--- src/rtl/seg7_scan_mux.sv ---
// seg7_scan_mux: time-multiplexed driver for NUM_DIGITS common-anode 7-segment
// digits. Shows one of NUM_CH hex channels, latched once per frame so a frame
// never mixes two values. Also supports freeze, leading-zero blanking and a
// dash pattern for an out-of-range channel selection.
module seg7_scan_mux #(
  parameter int NUM_DIGITS = 8,
  parameter int NUM_CH     = 4,
  parameter int SCAN_DIV   = 100000,
  parameter int SEL_W      = 2
) (
  input  logic                           Clk,
  input  logic                           Reset,
  input  logic [NUM_CH*NUM_DIGITS*4-1:0] ChanData,
  input  logic [SEL_W-1:0]               ChanSel,
  input  logic                           Freeze,
  input  logic                           BlankLZ,
  output logic [6:0]                     out7,
  output logic [NUM_DIGITS-1:0]          en_out,
  output logic                           FrameStart
);

  localparam int DW = NUM_DIGITS * 4;
  localparam int PW = $clog2(SCAN_DIV);
  localparam int IW = (NUM_DIGITS > 1) ? $clog2(NUM_DIGITS) : 1;

  localparam logic [PW-1:0] PRE_LAST = PW'(SCAN_DIV - 1);
  localparam logic [IW-1:0] IDX_LAST = IW'(NUM_DIGITS - 1);
  localparam logic [6:0]    SEG_DARK = 7'b1111111;
  localparam logic [6:0]    SEG_DASH = 7'b1111110;

  // S_DARK covers the first prescaler period after reset, where nothing is lit.
  typedef enum logic {S_DARK, S_SCAN} scan_state_t;

  scan_state_t       state;
  logic [PW-1:0]     prescaler;
  logic [IW-1:0]     idx;
  logic [DW-1:0]     snapshot;
  logic [SEL_W-1:0]  sel_q;

  logic              tick;
  logic [DW-1:0]     chan_slice;
  logic              sel_valid;
  logic [3:0]        nibble;
  logic              digit_lz;
  logic [NUM_DIGITS-1:0] lz_mask;
  logic              zero_run;
  logic [6:0]        seg_next;
  logic [NUM_DIGITS-1:0] en_next;

  // Active-low abcdefg pattern for one hex nibble.
  function automatic logic [6:0] decode(input logic [3:0] n);
    case (n)
      4'h0:    decode = 7'b0000001;
      4'h1:    decode = 7'b1001111;
      4'h2:    decode = 7'b0010010;
      4'h3:    decode = 7'b0000110;
      4'h4:    decode = 7'b1001100;
      4'h5:    decode = 7'b0100100;
      4'h6:    decode = 7'b0100000;
      4'h7:    decode = 7'b0001111;
      4'h8:    decode = 7'b0000000;
      4'h9:    decode = 7'b0000100;
      4'hA:    decode = 7'b0001000;
      4'hB:    decode = 7'b1100000;
      4'hC:    decode = 7'b0110001;
      4'hD:    decode = 7'b1000010;
      4'hE:    decode = 7'b0110000;
      default: decode = 7'b0111000;
    endcase
  endfunction

  assign tick = (prescaler == PRE_LAST);

  // Pick the live channel slice that a frame boundary would load.
  always_comb begin
    // NOTE: every always_comb output gets a default first so no path infers a latch.
    chan_slice = '0;
    for (int k = 0; k < NUM_CH; k++) begin
      if (ChanSel == SEL_W'(k)) chan_slice = ChanData[k*DW +: DW];
    end
  end

  // Registered selection is valid only if it names an existing channel.
  always_comb begin
    sel_valid = 1'b0;
    for (int k = 0; k < NUM_CH; k++) begin
      if (sel_q == SEL_W'(k)) sel_valid = 1'b1;
    end
  end

  // lz_mask[i] is set when snapshot nibbles NUM_DIGITS-1..i are all zero; digit 0 never blanks.
  always_comb begin
    zero_run = 1'b1;
    lz_mask  = '0;
    for (int i = NUM_DIGITS - 1; i >= 0; i--) begin
      zero_run   = zero_run & (snapshot[i*4 +: 4] == 4'h0);
      lz_mask[i] = zero_run;
    end
    lz_mask[0] = 1'b0;
  end

  // Current digit's nibble and blanking flag.
  always_comb begin
    nibble   = 4'h0;
    digit_lz = 1'b0;
    for (int i = 0; i < NUM_DIGITS; i++) begin
      if (idx == IW'(i)) begin
        nibble   = snapshot[i*4 +: 4];
        digit_lz = lz_mask[i];
      end
    end
  end

  // Segment pattern and enable vector for the current digit.
  always_comb begin
    seg_next = decode(nibble);
    if (!sel_valid)               seg_next = SEG_DASH;
    else if (BlankLZ && digit_lz) seg_next = SEG_DARK;
    en_next = ~(NUM_DIGITS'(1) << idx);
  end

  // Scan control: prescaler, digit index, frame-boundary snapshot and selection.
  always_ff @(posedge Clk) begin
    // NOTE: sequential state uses non-blocking assignments so every register samples pre-edge values.
    if (Reset) begin
      state      <= S_DARK;
      prescaler  <= '0;
      idx        <= '0;
      // NOTE: the snapshot is a plain register, not a memory, so it is reset like any other state.
      snapshot   <= '0;
      sel_q      <= '0;
      FrameStart <= 1'b0;
    end else begin
      FrameStart <= 1'b0;
      prescaler  <= tick ? '0 : prescaler + PW'(1);
      if (tick) begin
        if (state == S_DARK) begin
          state <= S_SCAN;
        end else if (idx == IDX_LAST) begin
          idx        <= '0;
          FrameStart <= 1'b1;
          if (!Freeze) begin
            sel_q    <= ChanSel;
            snapshot <= chan_slice;
          end
        end else begin
          idx <= idx + IW'(1);
        end
      end
    end
  end

  // Output register: dark until the first digit period starts, then follows idx by one cycle.
  always_ff @(posedge Clk) begin
    if (Reset || state == S_DARK) begin
      out7   <= SEG_DARK;
      en_out <= '1;
    end else begin
      out7   <= seg_next;
      en_out <= en_next;
    end
  end

endmodule

--- config.mk ---
export PLATFORM = sky130hd
export DESIGN_NAME = seg7_scan_mux
export DESIGN_NICKNAME = d
export VERILOG_FILES = /design/src/rtl/seg7_scan_mux.sv
export SDC_FILE = /design/constraint.sdc
export NUM_CORES = 1
export LEC_CHECK = 0
export CAP_MARGIN = 10
export CORE_MARGIN = 2
export CORE_UTILIZATION = 45
export DETAILED_ROUTE_END_ITERATION = 7
export HOLD_SLACK_MARGIN = 0.03
export PLACE_DENSITY = 0.78
export SYNTH_ARGS = -nofsm -noshare
export SYNTH_HDL_FRONTEND = slang
export SYNTH_SLANG_ARGS = --single-unit
--- constraint.sdc ---
create_clock -name Clk -period 4.2 [get_ports Clk]
set_input_delay 1.05 -clock Clk [delete_from_list [all_inputs] [get_ports Clk]]
set_output_delay 1.05 -clock Clk [all_outputs]
set_load 0.005 [all_outputs]
==> reports/metrics.yaml <==
status: "completed"
worstSetupPathType: "flip-flop to flip-flop"
synthCells: 405
rows: 34
ys_top_cells_by_count: "dfxtp_1, nor2_1, mux2i_1"
place_congestion: 0.876
intPower_mw: 1.09
firstDrtPassIters: 4
grt_max_degree: 40
crit_path_end_kind: "flip-flop"
synthFlopType: "dfxtp_1"
cts_resized: 0
clkTransAtPathRegs_ns: 0.09
hp-class: "flip-flop to flip-flop"
pwr-share-clk: 0.388
setup_viol: 0
async_flop_share: 0
fin_crit_ns: 3.33
clkLatencyLatePin_ns: 0.36
die_area_sq_um: 9900
worst_pin_slew_ns: 0.786
final_hold_viol_count: 0
netlist.area_leader.share: 0.337
final_nets: 685
io_buffers: 149
syn_to_final_growth_pct: 39.7
clock-root-buffer: "clkbuf_8"
synth_edf_count: 0
clock_skew_ns: 0.0112
cp_max_fo: 23
p_comb_frac: 0.148
drive_gt1_frac: 0.119
yosys_warnings: 0
avgSynthCellArea_sq_um: 10.1
cts_buffer_depth: 2
h-tree-depth: 3
via_count: 3583
setup-tns-final_ns: 0
maxClockFrequency_mhz: 301
synth-seq-cells: 69
p_leak_nw: 2.03
coreArea_sq_um: 8760
hold_buffers: 0
rsz0062_at_grt: "no"
track_usage: 0.215
routedWlPerCell_um: 15.9
drtAntennaViolNets: 0
drc: 0
slew_headroom: 0.475
syn-num-nets: 551
power_frac_seq: 0.464
swShare: 0.232
grt_pass1_vias: 3697
synth_cell_type_count: 53
grt_pass1_wl_um: 17000
initial_core_util: 0.468
yosysMostFrequentCell: "dfxtp_1"
ys_seq_area_frac: 0.337
fin_crit_sh: 0.792
hold_slack_ns: 0.478
numCtsBuffers: 9
crit_path_start_kind: "flip-flop"
fp.dieH_um: 99.5
p_sw_mw: 0.329
finalWirelength_um: 10400
cts.sinks: 69
chipWidth_um: 99.5
netlist.top_cell.by_area: "dfxtp_1"
ios: 150
viasPerCell: 5.50
finalMaxSlewViolations: 0
syn_area_sq_um: 4100
antenna_cells: 0
synthTopCellsByArea: "dfxtp_1, mux4_2, mux2i_1, nor2_1, ha_1"
required_ns: 4.44
drt_iter0_markers: 95
cp.arrival_ns: 3.57
antenna_found_initial: 0
drv_cap: 0
cts_tree: "yes"
cts_setup_buffers: 0
vdd_drop_max_uv: 208
grt_overflow: 0
power_density_nw_per_um2: 248
hpwl_um: 8130
==> through the flow <==
| step | std cells | setup slack, ns | cell area [sq um] | util | total power, mW |
|---|---|---|---|---|---|
| 6_report | 652 | 0.873 | 5730 | 0.654 | 1.42 |
| 5_1_grt | 652 | 0.673 | 5730 | 0.654 | 1.47 |
| 4_1_cts | 652 | 0.985 | 5730 | 0.654 | 1.43 |
| 3_5_place_dp | 636 | 1.01 | 5530 | 0.631 | 0.887 |
| 3_3_place_gp | 636 | 1.20 | 5530 | 0.631 | 0.882 |
| 2_1_floorplan | 405 | 1.22 | 4100 | - | 0.757 |
==> state kept, by name, summed over array words and instances (netlist names) <==
signal / count
idx: 3
en_out: 8
FrameStart: 1
state: 1
out7: 7
prescaler: 17
snapshot: 32
==> final timing paths <==
path | startpoint | to | slack [ns] | depth (start not counted)
max reg2reg | idx[2] | out7[2] | 0.87 | 8
max | idx[2] | out7[2] | 0.87 | 8
min | prescaler[0] | prescaler[0] | 0.48 | 1
min reg2reg | prescaler[0] | prescaler[0] | 0.48 | 1
==> power by group through the flow <==
stage / clock network [mW] / registers, mW / logic, mW
2_1_floorplan: 0 / 0.673 / 0.0841
3_5_place_dp: 0 / 0.674 / 0.213
6_report: 0.551 / 0.658 / 0.210
4_1_cts: 0.558 / 0.658 / 0.214
3_3_place_gp: 0 / 0.674 / 0.208
5_1_grt: 0.581 / 0.659 / 0.225
==> per-layer routing <==
metal  wire length, um  GRT usage  vias to the layer above
met5                 0          0                        -
met4               157     0.0674                        0
met3               572     0.0555                       15
met2              5500      0.389                      121
met1              4140      0.249                     1705
li1                  -          -                     1742
==> kinds of logic (layout without fill, tap and decap cells) <==
logic type      count (synthesis)  after routing  share of synthesized area
mux                            69             69                      0.266
xor+xnor                       16             16                     0.0342
compound gates                 50             50                     0.0811
simple gates                  143            143                      0.170
fa+ha+maj                      12             12                     0.0366
buf+inv                        46            185                     0.0747
flops                          69             69                      0.337
==> worst max-delay path, stage by stage (launching register included) <==
cell and delay (ns):
dfxtp_1 0.83, inv_1 0.23, ha_1 0.40, a2111oi_0 0.48, o22ai_1 0.16, a21o_1 0.26
ha_1 0.26, mux2_2 0.28, a211o_1 0.30
==> cell usage in the layout (no fill, tap or decap), types with 6 or more instances in the layout <==
cell type and count:
nand3_1 10, xor2_1 12, nor4_1 9, inv_1 14, nand2_1 20, clkbuf_8 9
mux4_2 32, nor2_1 66, nand2b_1 6, o21ai_0 7, nand4_1 6, clkdlybuf4s50_1 148
dfxtp_1 69, mux2i_1 36, a21oi_1 15, ha_1 12
==> area by class of cell <==
type	instances	area, sq um
fill	719	3030
multi-input combinational	290	2420
timing repair buffer	155	1540
sequential	69	1380
tap	108	135
clock buffer	9	124
clock inverter	7	73.8
inverter	14	52.6
(Power assumes the default switching activity.)
==> patch, RTL diff (same settings) <==
`SEL_W`: 2 -> 3.
--- a/src/rtl/seg7_scan_mux.sv
+++ b/src/rtl/seg7_scan_mux.sv
@@ -6,7 +6,7 @@
   parameter int NUM_DIGITS = 8,
   parameter int NUM_CH     = 4,
   parameter int SCAN_DIV   = 100000,
-  parameter int SEL_W      = 2
+  parameter int SEL_W      = 3
 ) (
   input  logic                           Clk,
   input  logic                           Reset,
Ports: changed (resized ChanSel); port bits go from 150 to 151. No check against the original RTL was run, so the function may have changed too.
==> patch against the original RTL <==
- power increased by 6.8%
- worst setup slack worse by 0.032 ns
- clock skew decreased by 0.0051 ns
- wire length grew 8.3%
- final area up 2.9%
- global-route usage rose by 1.4 points
- sequential cell count rose by 1
- count of clock-buffer cells in the layout grew 4
- area after synthesis up 2.2%
- final cell count up 7.8%
- synthesized cell count increased by 13%
- critical path type unchanged
- die area increased by 2.1%
==> patch: results (changes against the original RTL) <==
[routing]
wl_met2_um=5760  ; was 5500 um
drtIter0Drc=241  ; was 95
dr.pass1.iters=5  ; was 4
vias=3959  ; was 3583
wl_per_cell_um=16.0  ; was 15.9 um
wl_met1_um=4590  ; was 4140 um
wl_met3_um=631  ; was 572 um

[yosys]
avgSynthCellArea_um2=9.15  ; was 10.1 um^2
synth-compound-area-share_pct=12.5  ; was 8.11%
synth_area_leaders=dfxtp_1, mux4_2, nand3b_1  ; was dfxtp_1, mux4_2, mux2i_1
synthXorXnorAreaFrac_pct=3.13  ; was 3.42%
synth_common_cells=dfxtp_1, nand2_1, a21oi_1  ; was dfxtp_1, nor2_1, mux2i_1
syn_nets=605  ; was 551
synth.area.mux_share_pct=18.0  ; was 26.6%
synth_fa_ha_area_share_pct=3.58  ; was 3.66%

[placed_design]
gp_congestion=0.887  ; was 0.876
placed_cells=687  ; was 636
place_area_um2=5670  ; was 5530 um^2
place_ws_ns=0.929  ; was 1.01 ns

[pwr]
leakagePower_nw=2.00  ; was 2.03 nW
peakVddDrop_v=0.000156  ; was 0.000208 V

[sta]
clock_skew_ns=0.00615  ; was 0.0112 ns
slew_headroom_pct=30.0  ; was 47.5%

[global_route]
grt_util_met1_pct=27.0  ; was 24.9%
grt_pass1_wl_um=18400  ; was 17000 um

[layout]
drive_gt1_share_pct=9.97  ; was 11.9%

[critical_path]
cp.arrival_ns=3.58  ; was 3.57 ns
max_stage_delay_ns=0.67  ; was 0.83 ns

[cts]
path_clk_slew_ns=0.07  ; was 0.09 ns
clk_latency_ns=0.34  ; was 0.36 ns

[outcome]
run_status=finished, final reports clean  ; unchanged

[die]
initial_core_util_pct=45.8  ; was 46.8%

[patch: final cells by class]
class                      instances  area, um^2
fill                             753        3250
multi-input combinational        336        2540
timing repair buffer             154        1530
sequential                        70        1400
clock buffer                      13         169
tap                              111         139
clock inverter                     3        65.1
inverter                          16        60.1
[patch: path summary, 6_finish.rpt]
path                from     endpoint  slack (ns)  cells past startpoint
max               idx[2]      out7[3]        0.84                     11
min          snapshot[9]  snapshot[9]        0.47                      2
max reg2reg       idx[2]      out7[3]        0.84                     11
min reg2reg  snapshot[9]  snapshot[9]        0.47                      2
[patch: cells by family after synthesis]
family,count (synthesis)
xor gates and xnor gates,15
AOI/OAI and AO/OA,87
and+or+nand+nor,188
buffers and inverters,52
DFF,70
muxes,34
adders and majority gates,12
[patch: power by group]
part           switching, mW  internal (mW)  total (mW)
Combinational         0.0547          0.163       0.218
Sequential           0.00301          0.666       0.669
Clock                  0.247          0.383       0.630
